**src/rtl/demux2_pkg.sv**
```systemverilog
// Shared constants and types for the 1:2 stream demultiplexer.
// Port identifiers name the in_sel encoding; stat_t is the optional beat-counter type.
package demux2_pkg;

    localparam logic PORT0  = 1'b0;
    localparam logic PORT1  = 1'b1;
    localparam int   STAT_W = 16;

    typedef logic [STAT_W-1:0] stat_t;

endpackage

```
**src/rtl/demux2_stream_sync_fifo.sv**
```systemverilog
// Single-clock FIFO used as one output queue of demux2_stream.
// DEPTH must be a power of two, so the pointers wrap without any extra compare.
module sync_fifo #(
    parameter int WIDTH = 8,
    parameter int DEPTH = 2
) (
    input  logic             clk,
    input  logic             reset_n,
    input  logic             push,
    input  logic [WIDTH-1:0] push_data,
    input  logic             pop,
    output logic [WIDTH-1:0] head,
    output logic             empty,
    output logic             full
);

    localparam int AW    = $clog2(DEPTH);
    localparam int CNT_W = AW + 1;

    logic [AW-1:0]    wr_ptr_q, wr_ptr_d;
    logic [AW-1:0]    rd_ptr_q, rd_ptr_d;
    logic [CNT_W-1:0] count_q, count_d;
    logic [WIDTH-1:0] mem_q [DEPTH];
    logic [WIDTH-1:0] mem_d [DEPTH];

    logic do_push;
    logic do_pop;

    assign empty = (count_q == '0);
    assign full  = (count_q == CNT_W'(DEPTH));
    assign head  = mem_q[rd_ptr_q];

    // Full and empty come from registered state only, so a same-cycle pop
    // never makes room for a push, and a push into an empty queue is not
    // visible at the head until the following cycle.
    assign do_push = push && !full;
    assign do_pop  = pop && !empty;

    // NOTE: every variable assigned in always_comb gets a default first, so no latch is inferred.
    always_comb begin
        wr_ptr_d = wr_ptr_q;
        rd_ptr_d = rd_ptr_q;
        count_d  = count_q;
        mem_d    = mem_q;
        if (do_push) begin
            mem_d[wr_ptr_q] = push_data;
            wr_ptr_d        = wr_ptr_q + AW'(1);
        end
        if (do_pop) begin
            rd_ptr_d = rd_ptr_q + AW'(1);
        end
        case ({do_push, do_pop})
            2'b10:   count_d = count_q + CNT_W'(1);
            2'b01:   count_d = count_q - CNT_W'(1);
            default: count_d = count_q;
        endcase
    end

    // NOTE: the storage is reset as well so the head reads 0 while reset is
    // held; this is affordable only because DEPTH is tiny.
    always_ff @(posedge clk or negedge reset_n) begin
        if (!reset_n) begin
            wr_ptr_q <= '0;
            rd_ptr_q <= '0;
            count_q  <= '0;
            for (int i = 0; i < DEPTH; i++) begin
                mem_q[i] <= '0;
            end
        end else begin
            // NOTE: sequential state uses non-blocking assignments only.
            wr_ptr_q <= wr_ptr_d;
            rd_ptr_q <= rd_ptr_d;
            count_q  <= count_d;
            mem_q    <= mem_d;
        end
    end

endmodule

```
**src/rtl/demux2_stream.sv**
```systemverilog
// 1:2 valid/ready demultiplexer: in_sel steers each accepted beat into one of two FIFOs.
// Define DEMUX2_STREAM_STATS_EN to add saturating per-port accepted-beat counters cnt0/cnt1.
module demux2_stream
    import demux2_pkg::*;
#(
    parameter int WIDTH = 8,
    parameter int DEPTH = 2
) (
    input  logic             clk,
    input  logic             reset_n,
    input  logic             in_valid,
    input  logic [WIDTH-1:0] in_data,
    input  logic             in_sel,
    output logic             in_ready,
    output logic             out0_valid,
    output logic [WIDTH-1:0] out0_data,
    input  logic             out0_ready,
    output logic             out1_valid,
    output logic [WIDTH-1:0] out1_data,
    input  logic             out1_ready
`ifdef DEMUX2_STREAM_STATS_EN
    ,
    output stat_t            cnt0,
    output stat_t            cnt1
`endif
);

    logic empty0, full0, empty1, full1;
    logic accept, push0, push1;

    // Only the selected port's fullness gates the input, so a full port stalls
    // the producer even when the other port has room; this preserves per-port order.
    assign in_ready = (in_sel == PORT1) ? !full1 : !full0;
    assign accept   = in_valid && in_ready;
    assign push0    = accept && (in_sel == PORT0);
    assign push1    = accept && (in_sel == PORT1);

    assign out0_valid = !empty0;
    assign out1_valid = !empty1;

    sync_fifo #(.WIDTH(WIDTH), .DEPTH(DEPTH)) u_fifo0 (
        .clk       (clk),
        .reset_n   (reset_n),
        .push      (push0),
        .push_data (in_data),
        .pop       (out0_ready),
        .head      (out0_data),
        .empty     (empty0),
        .full      (full0)
    );

    sync_fifo #(.WIDTH(WIDTH), .DEPTH(DEPTH)) u_fifo1 (
        .clk       (clk),
        .reset_n   (reset_n),
        .push      (push1),
        .push_data (in_data),
        .pop       (out1_ready),
        .head      (out1_data),
        .empty     (empty1),
        .full      (full1)
    );

`ifdef DEMUX2_STREAM_STATS_EN
    stat_t cnt0_q, cnt0_d;
    stat_t cnt1_q, cnt1_d;

    // Counters stick at all-ones instead of wrapping.
    always_comb begin
        cnt0_d = cnt0_q;
        cnt1_d = cnt1_q;
        if (push0 && (cnt0_q != '1)) cnt0_d = cnt0_q + stat_t'(1);
        if (push1 && (cnt1_q != '1)) cnt1_d = cnt1_q + stat_t'(1);
    end

    always_ff @(posedge clk or negedge reset_n) begin
        if (!reset_n) begin
            cnt0_q <= '0;
            cnt1_q <= '0;
        end else begin
            cnt0_q <= cnt0_d;
            cnt1_q <= cnt1_d;
        end
    end

    assign cnt0 = cnt0_q;
    assign cnt1 = cnt1_q;
`endif

endmodule

```
**config.mk**
```make
export PLATFORM = sky130hd
export DESIGN_NAME = demux2_stream
export DESIGN_NICKNAME = d
export VERILOG_FILES = /design/src/rtl/demux2_pkg.sv /design/src/rtl/demux2_stream_sync_fifo.sv /design/src/rtl/demux2_stream.sv
export SDC_FILE = /design/constraint.sdc
export NUM_CORES = 1
export LEC_CHECK = 0
export CAP_MARGIN = 20
export CORE_MARGIN = 1
export CORE_UTILIZATION = 50
export DETAILED_ROUTE_END_ITERATION = 10
export PLACE_DENSITY = 0.76
export SLEW_MARGIN = 20
export SYNTH_ARGS = -nofsm -noshare
export SYNTH_HDL_FRONTEND = slang
export SYNTH_SLANG_ARGS = --single-unit
```
**constraint.sdc**
```tcl
create_clock -name clk -period 2.65 [get_ports clk]
set_input_delay 0.795 -clock clk [delete_from_list [all_inputs] [get_ports clk]]
set_output_delay 0.795 -clock clk [all_outputs]
set_load 0.03 [all_outputs]
```
# Word-level counts from Yosys, hierarchy flattened
# Index checks and enable logic that the tools add are counted.
# word_totals
regBits,40
input_bits,14
output_inout_bits,19
elab_cells,67
# classes
addsub,8
magnitude_cmp,6
eq_ne,6
n_mux,15
bitwise_logic,5
reduce_logical,17
# op_table
cell,count
$mux W8,8
$bwmux W16,2
$demux W8 S1,2
$logic_and A1 B1 Y1,9
$eq A2 B2 Y1 const B,4
$ge A2 B2 Y1 const B,4
$not A1 Y2,4
$pmux W2 S2,2
$add A1 B1 Y1 const B,4
$add A2 B1 Y2 const B,2
$eq A2 B1 Y1 const B,2
$logic_not A1 Y1,4
$logic_not A2 Y1,2
$lt A2 B1 Y1 const B,2
$reduce_bool A2 Y1,2
$sub A2 B1 Y2 const B,2
$mux W1,1
$not A1 Y1,1

# Logic depth before layout (Yosys ltp)
# Gate-level depths: netlist of the first run.
# depth
depth_word,8
mapped_depth,6
ltp_nobuf,6

# Modules after synthesis
# Synthesis of the first run repeated with hierarchy kept, for this count alone.
# unflattened
cells_unflattened,125
area_unflattened_um2,1820.5
# by_module_without_submodules
module,n_inst,cells_each,area_each_um2,seq_area_each_um2
sync_fifo,2,60,890.9,500.5
demux2_stream,1,5,38.8,0.0

# Worst setup path before layout of the first run
# No wires, ideal clock.
# synth_path
path_type,input-to-output
startpoint,in in_sel
endpoint,out in_ready
arrival_ps,1304
t_required_ps,1855
path_slack_ps,551
path_stages,2
n_path_buf,0
cell_sequence,nor2_1 > a21oi_1
# synth_via
elab_chain_len,1
# synth_lines
item,line,text
from (decl),demux2_stream.sv:13,"input logic in_sel,"
$mux W1,demux2_stream.sv:33,assign in_ready = (in_sel == PORT1) ? !full1 : !full0;
to (decl),demux2_stream.sv:14,"output logic in_ready,"
# Every way passes these cells.

# Worst setup path in the final report of the first run
# layout_path
startpoint,reg u_fifo1.rd_ptr_q
endpoint,out out1_data[2]
# layout_via
elab_chain_len,4
# layout_lines
item,line,text
from (decl),demux2_stream_sync_fifo.sv:21,"logic [AW-1:0] rd_ptr_q, rd_ptr_d;"
from (signal assigned),demux2_stream_sync_fifo.sv:72,rd_ptr_q <= rd_ptr_d;
$not A1 Y2 (not written as such),demux2_stream_sync_fifo.sv:31,assign head = mem_q[rd_ptr_q];
$mux W8 (not written as such) (3 in series),demux2_stream_sync_fifo.sv:31,
to (decl),demux2_stream.sv:19,"output logic [WIDTH-1:0] out1_data,"
# Every way passes these cells. The select of a mux whose other input is x is not followed.

==> results.py, run 1 <==
metrics = {
    "global_route": {
        "grt_pass1_vias": 1234,
        "overflow": 0,
        "grt_pass1_wl_um": 5890,
        "grt.total_usage_pct": 20.0,
        "antenna_found_initial": 0,
        "grt_max_degree": 41,
    },
    "worst_setup_path": {
        "reg2reg_from": "u_fifo0.count_q[1]",
        "required_ns": 1.86,
        "crit_type": "flop to output pin",
        "max_stage_delay_ns": 0.59,
        "startpoint_type": "flop",
        "crit_chain": "mux2_2 -> clkdlybuf4s50_1",
        "worstSetupStartpoint": "u_fifo1.rd_ptr_q",
        "end_kind": "output pin",
        "crit_fanout": 9,
        "arrival_ns": 1.79,
        "cp_num_buf_inv": 1,
        "cp_slowest_cell": "clkdlybuf4s50_1",
        "crit_family": "buffers and inverters",
    },
    "cts": {
        "cts_made_buffers": 5,
        "clockRootBuffer": "clkbuf_8",
        "hold_buffers": 0,
        "cts_htree_levels": 2,
        "tritoncts": "done",
        "path_clk_slew_ns": 0.07,
        "worstSkewPairLatency_ns": 0.29,
        "cts.sinks": 40,
        "clockBufferDepth": 2,
    },
    "power": {
        "power.density_nw_per_um2": 1420,
        "p_leak_nw": 0.997,
        "vdd_drop_max_uv": 653,
    },
    "yosys": {
        "synth.top_cell.area_share_pct": 54.2,
        "synth_cell_type_count": 22,
        "synthesis.nets": 139,
        "ys_seq_elements": 40,
        "yosysTopAreaCell": "dfrtp_1",
        "ys_seq_area_share_pct": 54.2,
        "async_flop_share_pct": 100,
        "yosysWarnings": 0,
        "ys.flop_type": "dfrtp_1",
        "synth.avg_cell_area_um2": 15.0,
        "synth_edf_count": 0,
        "syn_area_um2": 1850,
        "yosys-top-cells-area": "dfrtp_1 54%, mux2_2 19%, mux2_4 6.5%, mux2_1 4.9%, xnor2_1 2.8%",
        "netlist_instances": 123,
    },
    "finish": {
        "layout.nets": 179,
        "final_area_um2": 2330,
        "fill_cells": 263,
        "drive_above_1_share_pct": 37.2,
        "antenna_cells": 0,
        "area.growth.synth_to_final_pct": 25.9,
    },
    "timing": {
        "hold_violations": 0,
        "fin_skew_ns": 0.0107,
        "fmax_mhz": 386,
        "setup_viol": 0,
        "fin_tns_setup_ns": 0,
        "rsz0062_at_grt": "no",
        "whs_ns": 0.490,
        "slew_headroom_pct": 42.0,
        "period_share_pct": 97.7,
        "fin_crit_ns": 2.59,
        "maxSlewViolCount": 0,
        "worstMarginPinSlew_ns": 0.870,
    },
    "die": {
        "ios": 33,
        "dieArea_um2": 3940,
        "coreArea_um2": 3440,
        "die_h_um": 62.8,
        "floorplan.initialDensity_pct": 53.7,
        "num_rows": 21,
        "die_x_um": 62.8,
    },
    "detailed_routing": {
        "viasPerCell": 5.28,
        "drtIter0Drc": 24,
        "drc": 0,
        "dr_total_vias": 1109,
        "ant_nets": 0,
        "wl_um": 3410,
        "first_pass_iters": 3,
        "wl_per_cell_um": 16.2,
    },
    "status": {
        "status": "finished clean",
    },
    "placement": {
        "dpl_cell_area_um2": 2230,
        "gp_congestion": 0.732,
        "place.detailed.hpwl_um": 2420,
        "port_buffers": 32,
    },
    "job": {
        "maxCapViolCount": 0,
    },
    "hold_path": {
        "min-delay-start": "u_fifo0.mem_q[10]",
        "hold_path_class": "flop to flop",
    },
}
## synthesized netlist by cell type, drive strengths merged (2+ instances only)
cell type  instances
mux2              48
clkbuf             2
xor2               4
nor2               3
and2               2
nor2b              2
dfrtp             40
nand2b             4
xnor2              6
nor3               2
ha                 2
or2                2
## layer usage
layer,GRT usage [%],up-vias,part of all wire [%]
met5,0,-,0
met4,7.85,0,1.6
met3,6.39,6,4.2
met2,34.0,25,49
met1,23.5,567,45
li1,-,511,-
## sequential cells by signal, indices dropped and copies added, names as in the netlist
signal            flops
u_fifo1.wr_ptr_q      1
u_fifo1.mem_q        16
u_fifo1.rd_ptr_q      1
u_fifo0.count_q       2
u_fifo1.count_q       2
u_fifo0.wr_ptr_q      1
u_fifo0.rd_ptr_q      1
u_fifo0.mem_q        16
## layout make-up
cell class / instances / area [um2] / share of cell area (%)
Timing Repair Buffer: 36 / 343 / 14.7
Tap cell: 46 / 57.6 / 2.47
Clock inverter: 1 / 7.51 / 0.323
Multi-Input combinational cell: 80 / 828 / 35.6
Clock buffer: 7 / 86.3 / 3.71
Sequential cell: 40 / 1000 / 43.1
## metrics by stage
step / cells / power, mW / worst slack [ns] / util [%]
2_1_floorplan: 123 / 2.30 / 0.551 / -
3_3_place_gp: 202 / 2.84 / 0.115 / 64.8
3_5_place_dp: 202 / 2.90 / 0.0401 / 64.8
4_1_cts: 210 / 3.33 / 0.0509 / 67.6
5_1_grt: 210 / 3.48 / 0.0176 / 67.6
6_report: 210 / 3.30 / 0.0622 / 67.6
## cells by family (layout without fill, tap and decap cells)
family,count (synthesis),count (layout),share of synthesized area (%)
mux,48,48,30.9
flops,40,40,54.2
simple gates,19,19,7.58
xor+xnor,10,10,4.74
buf+inv,3,44,1.02
fa+ha+maj,2,2,1.35
compound gates,1,1,0.271
## report_power, final
part	leakage, nW	internal (mW)	total, mW	switching [mW]
sequential	0.472	0.930	1.18	0.249
clock	0.0445	0.211	0.414	0.202
combinational	0.481	0.908	1.70	0.796
## final timing paths
check,end,slack (ns),cells after the start
min in group asynchronous,u_fifo0.mem_q[0],0.62,1
min,u_fifo0.mem_q[10],0.49,1
max,out1_data[2],0.06,2
max reg2reg,u_fifo0.mem_q[0],0.95,3
min reg2reg,u_fifo0.mem_q[10],0.49,1
max in group asynchronous,u_fifo1.rd_ptr_q,1.43,1
## layout by cell type (no fill, tap or decap)
cell,count
nor2b_1,1
nand2b_4,1
xnor2_1,6
nand3_1,1
or3b_1,1
and2_1,2
buf_4,5
a21oi_1,1
nor2b_2,1
dfrtp_2,2
mux2_1,8
xor2_1,4
nand4_1,1
clkdlybuf4s50_1,30
nand2_1,1
buf_2,1
clkinvlp_4,1
nor2_1,3
ha_1,2
clkbuf_1,1
or2_2,2
clkbuf_8,6
mux2_4,8
dfrtp_1,38
mux2_2,32
nand2b_1,3
nor3_4,2
## timing repair
item / in CTS / in global routing
setup endpoints to repair: 16 / 0
resized for setup: 2 / 0
setup buffers: 0 / 0
endpoints found under the hold margin: 0 / 0
No activity file was read; power rests on OpenSTA's default activity.
==> run 2: changes to the inputs <==
--- a/config.mk
+++ b/config.mk
@@ -7,9 +7,9 @@
 export LEC_CHECK = 0
 export CAP_MARGIN = 20
 export CORE_MARGIN = 1
-export CORE_UTILIZATION = 50
+export CORE_UTILIZATION = 47
 export DETAILED_ROUTE_END_ITERATION = 10
-export PLACE_DENSITY = 0.76
+export PLACE_DENSITY = 0.75
 export SLEW_MARGIN = 20
 export SYNTH_ARGS = -nofsm -noshare
 export SYNTH_HDL_FRONTEND = slang
==> constraint.sdc (replaced) <==
create_clock -name clk -period 2.1 [get_ports clk]
set_input_delay 0.63 -clock clk [delete_from_list [all_inputs] [get_ports clk]]
set_output_delay 0.63 -clock clk [all_outputs]
set_load 0.03 [all_outputs]
==> results.py, run 2 (synthesis gave the netlist of run 1 again) <==
metrics = {
    "detailed_routing": {
        "dr_total_vias": 1160,
        "first_pass_iters": 4,
        "ant_nets": 0,
        "drc": 0,
        "wl_per_cell_um": 16.5,
        "drtIter0Drc": 44,
        "viasPerCell": 5.13,
        "wl_um": 3740,
    },
    "die": {
        "num_rows": 22,
        "die_x_um": 64.7,
        "die_h_um": 64.7,
        "ios": 33,
        "coreArea_um2": 3720,
        "floorplan.initialDensity_pct": 49.7,
        "dieArea_um2": 4190,
    },
    "timing": {
        "worstMarginPinSlew_ns": 0.498,
        "layout_setup_ws_ns": 0.0419,
        "fin_tns_setup_ns": 0,
        "period_share_pct": 98.0,
        "slew_headroom_pct": 66.8,
        "fin_crit_ns": 2.06,
        "hold_violations": 0,
        "maxSlewViolCount": 0,
        "rsz0062_at_grt": "no",
        "setup_viol": 0,
        "fin_skew_ns": 0.00781,
        "fmax_mhz": 486,
    },
    "status": {
        "status": "finished clean",
    },
    "worst_setup_path": {
        "crit_chain": "buf_4 -> mux2_2 -> clkdlybuf4s15_2",
        "cp_slowest_cell": "dfrtp_2",
        "crit_fanout": 5,
        "end_kind": "output pin",
        "arrival_ns": 1.43,
        "crit_type": "flop to output pin",
        "crit_family": "buffers and inverters",
        "cp_num_buf_inv": 2,
        "startpoint_type": "flop",
        "max_stage_delay_ns": 0.37,
        "required_ns": 1.47,
    },
    "cts": {
        "worstSkewPairLatency_ns": 0.29,
        "cts_htree_levels": 2,
        "clockRootBuffer": "clkbuf_8",
        "cts_made_buffers": 5,
        "path_clk_slew_ns": 0.08,
        "cts.sinks": 40,
        "hold_buffers": 0,
        "clockBufferDepth": 2,
        "tritoncts": "done",
    },
    "power": {
        "power_mw": 4.18,
        "vdd_drop_max_uv": 801,
        "p_leak_nw": 1.09,
        "power.density_nw_per_um2": 1730,
    },
    "placement": {
        "port_buffers": 32,
        "gp_congestion": 0.711,
        "place.detailed.hpwl_um": 2730,
        "pre_cts_ws_ns": -0.159,
        "place_inst": 216,
    },
    "finish": {
        "antenna_cells": 0,
        "layout_commonest_cell": "dfrtp_1",
        "fill_cells": 288,
        "multi_input_area_um2": 828,
        "final_cell_mix": "39 x dfrtp_1, 32 x mux2_2, 15 x buf_4",
        "seqCellArea_um2": 1000,
        "area.growth.synth_to_final_pct": 30.7,
        "instances_no_fill": 226,
        "layout.nets": 193,
        "reg_top3": "u_fifo0.mem_q x16, u_fifo1.mem_q x16",
        "drive_above_1_share_pct": 50.6,
        "utilization_pct": 65.0,
    },
    "global_route": {
        "overflow": 0,
        "grt_max_degree": 22,
        "grt.total_usage_pct": 20.9,
        "grt_pass1_vias": 1280,
        "antenna_found_initial": 0,
        "grt_pass1_wl_um": 6260,
    },
    "hold_path": {
        "hold_path_class": "input pin to asynchronous set/reset pin",
    },
    "job": {
        "maxCapViolCount": 0,
    },
}
run 2: changes by cell type in the layout (fill, tap and decap cells not counted), moves of 3 or more:
| cell | previous run | this run |
|---|---|---|
| buf_12 | 0 | 3 |
| buf_2 | 1 | 11 |
| buf_4 | 5 | 15 |
| clkbuf_2 | 0 | 4 |
| clkdlybuf4s15_2 | 0 | 3 |
| clkdlybuf4s50_1 | 30 | 11 |
| dlygate4sd2_1 | 0 | 3 |
run 2: power by group:
part	internal [mW]	leakage (nW)	total, mW	switching [mW]
sequential	1.17	0.473	1.40	0.232
clock	0.353	0.0552	0.609	0.256
combinational	1.05	0.567	2.17	1.12
run 2: final cells by class:
type                    count  share of cell area (%)
repair buffers             50                    17.3
clock buffers               6                    3.00
clock inverters             2                    1.45
multi-input cells          80                    34.3
well taps                  48                    2.49
flip-flops and latches     40                    41.5
run 2: final timing paths:
| path | startpoint | endpoint | slack (ns) | cells after the start |
|---|---|---|---|---|
| min reg2reg | u_fifo0.mem_q[9] | u_fifo0.mem_q[9] | 0.49 | 1 |
| max reg2reg | u_fifo0.count_q[1] | u_fifo0.count_q[1] | 0.49 | 5 |
| max in group asynchronous | reset_n | u_fifo0.rd_ptr_q | 1.31 | 2 |
| min in group clk | u_fifo0.mem_q[9] | u_fifo0.mem_q[9] | 0.49 | 1 |
| max | u_fifo0.rd_ptr_q | out0_data[2] | 0.04 | 3 |
| min | reset_n | u_fifo0.mem_q[4] | 0.30 | 1 |
run 2: metal layers:
layer	routed length, um	vias to the layer above	share of wire (%)	track usage (%)
li1	-	540	-	-
met1	1680	590	45	25.1
met2	1900	26	51	35.8
met3	98	4	2.6	5.28
met4	61	0	1.6	8.33
met5	0	-	0	0
run 2: timing repair:
action | in CTS | in global routing
pin swaps | 0 | 0
buffers inserted | 2 | 0
setup endpoints to repair | 19 | 13
resized for setup | 47 | 23
run 2: stage by stage:
step	instance area (um2)	hold slack (ns)
floorplan	1850	0.334
global placement	2360	0.463
detailed placement	2360	0.479
CTS	2490	0.305
global route	2420	0.326
finish	2420	0.297
